`config.mk`:
```
export PLATFORM = sky130hd
export DESIGN_NAME = ins_mem
export DESIGN_NICKNAME = d
export VERILOG_FILES = /design/src/rtl/rv_mem_pkg.sv /design/src/rtl/ins_mem_loader.sv /design/src/rtl/ins_mem.sv
export SDC_FILE = /design/constraint.sdc
export NUM_CORES = 2
export LEC_CHECK = 0
export ABC_CLOCK_PERIOD_IN_PS = 94500
export BUFFER_PORTS_ARGS = -buffer_cell sky130_fd_sc_hd__buf_4
export CAP_MARGIN = 20
export CORE_UTILIZATION = 55
export CTS_CLUSTER_SIZE = 12
export DETAILED_ROUTE_END_ITERATION = 7
export PLACE_DENSITY = 0.73
export SYNTH_ARGS = -nofsm -noshare
export SYNTH_HDL_FRONTEND = slang
export SYNTH_SLANG_ARGS = --single-unit
export TNS_END_PERCENT = 50
```
`constraint.sdc`:
```
create_clock -name clk -period 94.5 [get_ports clk]
set_input_delay 4.725 -clock clk [delete_from_list [all_inputs] [get_ports clk]]
set_output_delay 4.725 -clock clk [all_outputs]
set_load 0.01 [all_outputs]
```
`src/rtl/rv_mem_pkg.sv`:
```
// Shared memory-subsystem definitions.
// Holds the instruction-memory loader state encoding and the constants that
// the fetch stage and the instruction memory must agree on (reset PC / base
// address and the instruction word size in bytes).
package rv_mem_pkg;

   typedef enum logic [1:0] {
      LD_IDLE = 2'd0,
      LD_LOAD = 2'd1,
      LD_DONE = 2'd2
   } load_state_e;

   // Byte address of the first instruction; IF resets its PC to this value.
   localparam int unsigned INS_START_DEFAULT = 64;
   localparam int unsigned INS_WORD_BYTES    = 4;

endpackage

```
`src/rtl/ins_mem_loader.sv`:
```
// Serial byte loader for the instruction memory.
// Sequences IDLE -> LOAD -> DONE, counts bytes written, and produces the
// byte write strobe and write index for the array held in ins_mem.
//   clk, reset      : clock, asynchronous active-high reset
//   load_start      : (re)start a load at offset 0; wins over load_valid
//   load_valid      : load byte present this cycle
//   load_last       : final byte of the image (qualified by load_valid)
//   state           : current loader state
//   wr_en / wr_idx  : write strobe and byte index for the array
//   load_count      : bytes written in the current or last load
module ins_mem_loader
   import rv_mem_pkg::*;
#(
   parameter int unsigned DEPTH_BYTES = 160,
   parameter int unsigned CNT_W       = $clog2(DEPTH_BYTES) + 1,
   parameter int unsigned IDX_W       = $clog2(DEPTH_BYTES)
) (
   input  logic              clk,
   input  logic              reset,
   input  logic              load_start,
   input  logic              load_valid,
   input  logic              load_last,
   output load_state_e       state,
   output logic              wr_en,
   output logic [IDX_W-1:0]  wr_idx,
   output logic [CNT_W-1:0]  load_count
);

   load_state_e      state_q, state_d;
   logic [CNT_W-1:0] count_q, count_d;

   always_comb begin
      state_d = state_q;
      count_d = count_q;
      wr_en   = 1'b0;
      if (load_start) begin
         // Restart from offset 0; any byte presented alongside is dropped.
         state_d = LD_LOAD;
         count_d = '0;
      end else if (state_q == LD_LOAD && load_valid) begin
         wr_en   = 1'b1;
         count_d = count_q + 1'b1;
         // Writing the last in-range byte ends the load, so the index can
         // never run past the array.
         if (load_last || count_q == CNT_W'(DEPTH_BYTES - 1)) begin
            state_d = LD_DONE;
         end
      end
   end

   always_ff @(posedge clk or posedge reset) begin
      if (reset) begin
         state_q <= LD_IDLE;
         count_q <= '0;
      end else begin
         state_q <= state_d;
         count_q <= count_d;
      end
   end

   assign state      = state_q;
   assign wr_idx     = count_q[IDX_W-1:0];
   assign load_count = count_q;

endmodule

```
`src/rtl/ins_mem.sv`:
```
// Byte-addressed little-endian instruction memory with a serial loader.
// Fetch is combinational: ins_data/ins_err follow ins_addr in the same cycle.
//   clk, reset  : clock, asynchronous active-high reset (clears the array)
//   ins_addr    : fetch byte address from IF
//   ins_data    : fetched word, zero while loading or on error
//   ins_err     : fetch misaligned or out of range (never set while loading)
//   load_*      : loader interface, see ins_mem_loader
//   load_busy   : loader in LOAD; IF must be held in reset
//   load_done   : loader in DONE
//   load_count  : bytes written in the current or last load
module ins_mem
   import rv_mem_pkg::*;
#(
   parameter int unsigned INS_MEM_SIZE = 40,
   parameter int unsigned INS_START    = INS_START_DEFAULT
) (
   input  logic                                  clk,
   input  logic                                  reset,
   input  logic [31:0]                           ins_addr,
   output logic [31:0]                           ins_data,
   output logic                                  ins_err,
   input  logic                                  load_start,
   input  logic                                  load_valid,
   input  logic [7:0]                            load_byte,
   input  logic                                  load_last,
   output logic                                  load_busy,
   output logic                                  load_done,
   output logic [$clog2(INS_MEM_SIZE*4):0]       load_count
);

   localparam int unsigned DEPTH   = INS_MEM_SIZE * INS_WORD_BYTES;
   localparam int unsigned IDX_W   = $clog2(DEPTH);
   localparam int unsigned CNT_W   = IDX_W + 1;
   localparam logic [31:0] ADDR_LO = 32'(INS_START);
   localparam logic [31:0] ADDR_HI = 32'(INS_START + DEPTH - INS_WORD_BYTES);

   load_state_e      state;
   logic             wr_en;
   logic [IDX_W-1:0] wr_idx;
   logic [CNT_W-1:0] count;

   logic [7:0]       mem_q [DEPTH];

   ins_mem_loader #(
      .DEPTH_BYTES (DEPTH),
      .CNT_W       (CNT_W),
      .IDX_W       (IDX_W)
   ) u_loader (
      .clk        (clk),
      .reset      (reset),
      .load_start (load_start),
      .load_valid (load_valid),
      .load_last  (load_last),
      .state      (state),
      .wr_en      (wr_en),
      .wr_idx     (wr_idx),
      .load_count (count)
   );

   always_ff @(posedge clk or posedge reset) begin
      if (reset) begin
         for (int i = 0; i < DEPTH; i++) begin
            mem_q[i] <= 8'h00;
         end
      end else if (wr_en) begin
         mem_q[wr_idx] <= load_byte;
      end
   end

   // Offset is formed in 32 bits so addresses below the base wrap high and
   // are rejected by the range check rather than aliasing into the array.
   logic [31:0]      unused_offset;
   logic             in_range;
   logic             aligned;
   logic             fetch_ok;
   logic [IDX_W-1:0] rd_base;

   always_comb begin
      unused_offset = ins_addr - ADDR_LO;
      in_range      = (ins_addr >= ADDR_LO) && (ins_addr <= ADDR_HI);
      aligned       = (ins_addr[1:0] == 2'b00);
      fetch_ok      = in_range && aligned;
      // Index is pinned to 0 whenever it would not be used, keeping the
      // read ports inside the array.
      rd_base       = fetch_ok ? unused_offset[IDX_W-1:0] : '0;

      ins_data = 32'h0;
      ins_err  = 1'b0;
      if (state != LD_LOAD) begin
         if (fetch_ok) begin
            ins_data = {mem_q[rd_base + IDX_W'(3)], mem_q[rd_base + IDX_W'(2)],
                        mem_q[rd_base + IDX_W'(1)], mem_q[rd_base]};
         end else begin
            ins_err = 1'b1;
         end
      end
   end

   assign load_busy  = (state == LD_LOAD);
   assign load_done  = (state == LD_DONE);
   assign load_count = count;

endmodule

```
==> impl_metrics.ini <==
[run_status]
outcome = finished with violations
violations = max-slew violations

[drt]
drtIter0Drc = 5481
via_per_inst = 6.822
drc = 0
drt-total-wl_um = 200100
dr.pass1.iters = 6
vias = 44840
wl_per_cell_um = 30.44
drtAntennaViolNets = 0

[grt]
gr-total-overflow = 0
track_usage = 0.3461
antenna_found_initial = 6
grt_max_degree = 175
first_global_vias = 44920
grt_pass1_wl_um = 299400

[sta]
hold_slack_ns = 0.4987
fin_skew_ns = 0.03436
finalHoldViolations = 0
rsz0062_at_grt = no
setup_ws_ns = 79.35
setup_tns_ns = 0
finalCritPeriodShare = 0.1604
min_period_ns = 15.15
max-slew-margin-rel = -1.823
fmax_ghz = 0.06599
tightest_slew_ns = 4.206
setup_viol = 0
report.final.slew_viol_count = 40

[synthesis]
syn_area_per_cell_um2 = 12.56
synth_edf_count = 0
synth_mux_area_frac = 0.3232
yosysSeqAreaShare = 0.5101
syn_area_um2 = 63330
synth-compound-area-share = 0.05603
synth_fa_ha_area_frac = 0.001976
synth_cell_types = 76
yosys_most_used_dff = dfrtp_1
synthSimpleGateAreaFrac = 0.07907
yosys_warnings = 0
synth_top_family_by_area = multiplexers
ys_seq_elements = 1291
synthArstFlopShare = 1.000
syn_inst = 5042
yosys.area_share.xor_xnor = 0.002213

[finish]
seq_area_um2 = 32310
multi_input_area_um2 = 29440
area_growth_pct = 10.06
drive_gt1_frac = 0.3813
fillCellCount = 8906
diodes = 0
final_nets = 5021

[worst_setup_path]
worst_setup_path_start_kind = primary input
cpPeakStageDelay_ns = 0.92
rr_worst_depth = 7
cp_num_buf_inv = 7
startpoint = ins_addr[6]
critical_path_class = primary input to primary output
crit_arrival_ns = 10.43
timing.rr.start = u_loader.state[0]$_DFFE_PP0P_
worstReg2RegEnd = mem_q[806]$_DFFE_PP0P_
cp_top_family = buffers and inverters
r2r_setup_slack_ns = 90.25
timing.critical_path.mode_cell = buf_4
crit_path_end_kind = primary output
cp_slowest_cell = ha_4
worstPathRequired_ns = 89.77
crit_fanout = 45
crit_chain = buf_4, inv_1, ha_1, nor2b_1, nand4_1, or2_1, buf_4, inv_2, buf_4, ha_4, buf_4, mux4_2, o22ai_1, a31oi_1, nand2_1, o21ai_0, buf_4
critical_path_depth = 17

[floorplan]
die_x_um = 341.3
start_util = 0.5546
core_um2 = 114200
die_h_um = 341.3
die_area_um2 = 116500
core.rowCount = 124
io-pin-count = 89

[min_path]
min_path_cells = 1
worstHoldEndpoint = mem_q[236]$_DFFE_PP0P_
holdCritStartpoint = mem_q[236]$_DFFE_PP0P_
hold_path.class = flip-flop to flip-flop

[pwr]
total_leakage_power_nw = 32.99
vdd_drop_max_mv = 0.01801
power_density_nw_per_um2 = 16.62

[clock_tree]
root_buffer = clkbuf_16
htreeDepth = 4
cts_buffers = 138
cts-resized-gates = 0
clk_latency_ns = 0.78
hold_buffers = 0
clk_pin_slew_ns = 0.05
post_cts_buffers = 0
numClockSinks = 1291
cts_tree = built
clk_path_buf_depth = 3

[placement]
pre_cts_slack_ns = 79.47
dp_hpwl_um = 125500
numPortBuffers = 88
gp_congestion = 0.9666

[flow_run]
cap_violations = 0
-- cells in the final DEF (no fill, tap or decap), drive strengths merged, types with 13 or more instances in the layout --
cell type / count
a31oi: 65
nor3: 65
and3: 40
nor2: 163
o22ai: 75
o221ai: 13
nand3: 205
nand2: 570
nor4: 23
o21ai: 121
mux2: 1298
inv: 20
and2: 13
or3: 13
buf: 186
a211oi: 38
mux2i: 128
mux4: 203
clkinv: 20
a221oi: 16
dfrtp: 1291
clkbuf: 204
a21oi: 98
-- how the worst max path moves through the flow --
| stage | end | slack [ns] |
|---|---|---|
| 2_1_floorplan | mem_q[0]$_DFFE_PP0P_ | 53.39 |
| 3_3_place_gp | ins_data[18] | 79.54 |
| 3_5_place_dp | ins_data[18] | 79.47 |
| 4_1_cts | ins_data[18] | 79.45 |
| 5_1_grt | ins_data[18] | 79.05 |
| 6_report | ins_data[17] | 79.35 |
-- routing by layer --
layer / part of all wire / vias up / track usage
li1: - / 18340 / -
met1: 0.40 / 23360 / 0.4754
met2: 0.43 / 2556 / 0.4984
met3: 0.12 / 580 / 0.1168
met4: 0.049 / 6 / 0.1556
met5: 0.00022 / - / 0
-- Yosys cell counts, types with 16 or more instances --
library cell,count,area share
mux2_2,1298,0.23
dfrtp_1,1291,0.51
nand2_1,569,0.034
clkbuf_1,304,0.018
nand3_1,205,0.016
mux4_2,203,0.072
nor2_1,161,0.0095
mux2i_1,128,0.020
o21ai_0,117,0.0092
a21oi_1,98,0.0077
o22ai_1,75,0.0074
a31oi_1,65,0.0064
nor3_1,62,0.0049
buf_2,55,0.0043
and3_1,40,0.0040
a211oi_1,38,0.0045
buf_1,29,0.0017
nor4_1,18,0.0018
a221oi_1,16,0.0022
-- layout make-up --
type,instances,share of cell area
sequential,1291,0.4635
multi-input combinational,3334,0.4224
clock buffer,204,0.05814
tap,1512,0.02714
timing repair buffer,187,0.02224
clock inverter,31,0.005708
inverter,14,0.0008617
-- report_power, final --
part / total (mW) / switching [mW] / internal [mW]
Combinational: 0.0642 / 0.0471 / 0.0171
Sequential: 0.557 / 0.00186 / 0.556
Clock: 0.537 / 0.228 / 0.309
-- worst reg2reg max path: cells and delay by family, from the launching register on --
family | cells | cell delay [ns]
simple gates | 5 | 3.08
mux | 1 | 0.44
flops | 1 | 0.36
buf+inv | 1 | 0.25
-- cell families (layout without fill, tap and decap cells) --
kind of cell / Yosys count / after routing
AND/OR/NAND/NOR: 1131 / 1131
AO/OA/AOI/OAI: 544 / 544
adder cells (fa/ha/maj): 10 / 10
other: 2 / 4
buffers and inverters: 419 / 436
flip-flops: 1291 / 1291
XOR/XNOR: 16 / 16
multiplexers: 1629 / 1629
-- state kept, by name, summed over array words and instances, names as in the netlist --
register,cells
mem_q,1280
u_loader.load_count,9
u_loader.state,2
-- stage by stage --
step	total power, mW	util	std cells	area, µm²
floorplan	0.6086	-	5044	63340
global placement	0.6260	0.5703	6331	65120
detailed placement	0.6267	0.5704	6333	65140
CTS	1.158	0.6094	6568	69590
global route	1.189	0.6104	6573	69700
finish	1.158	0.6104	6573	69700
Power figures use the tool's default switching activity.
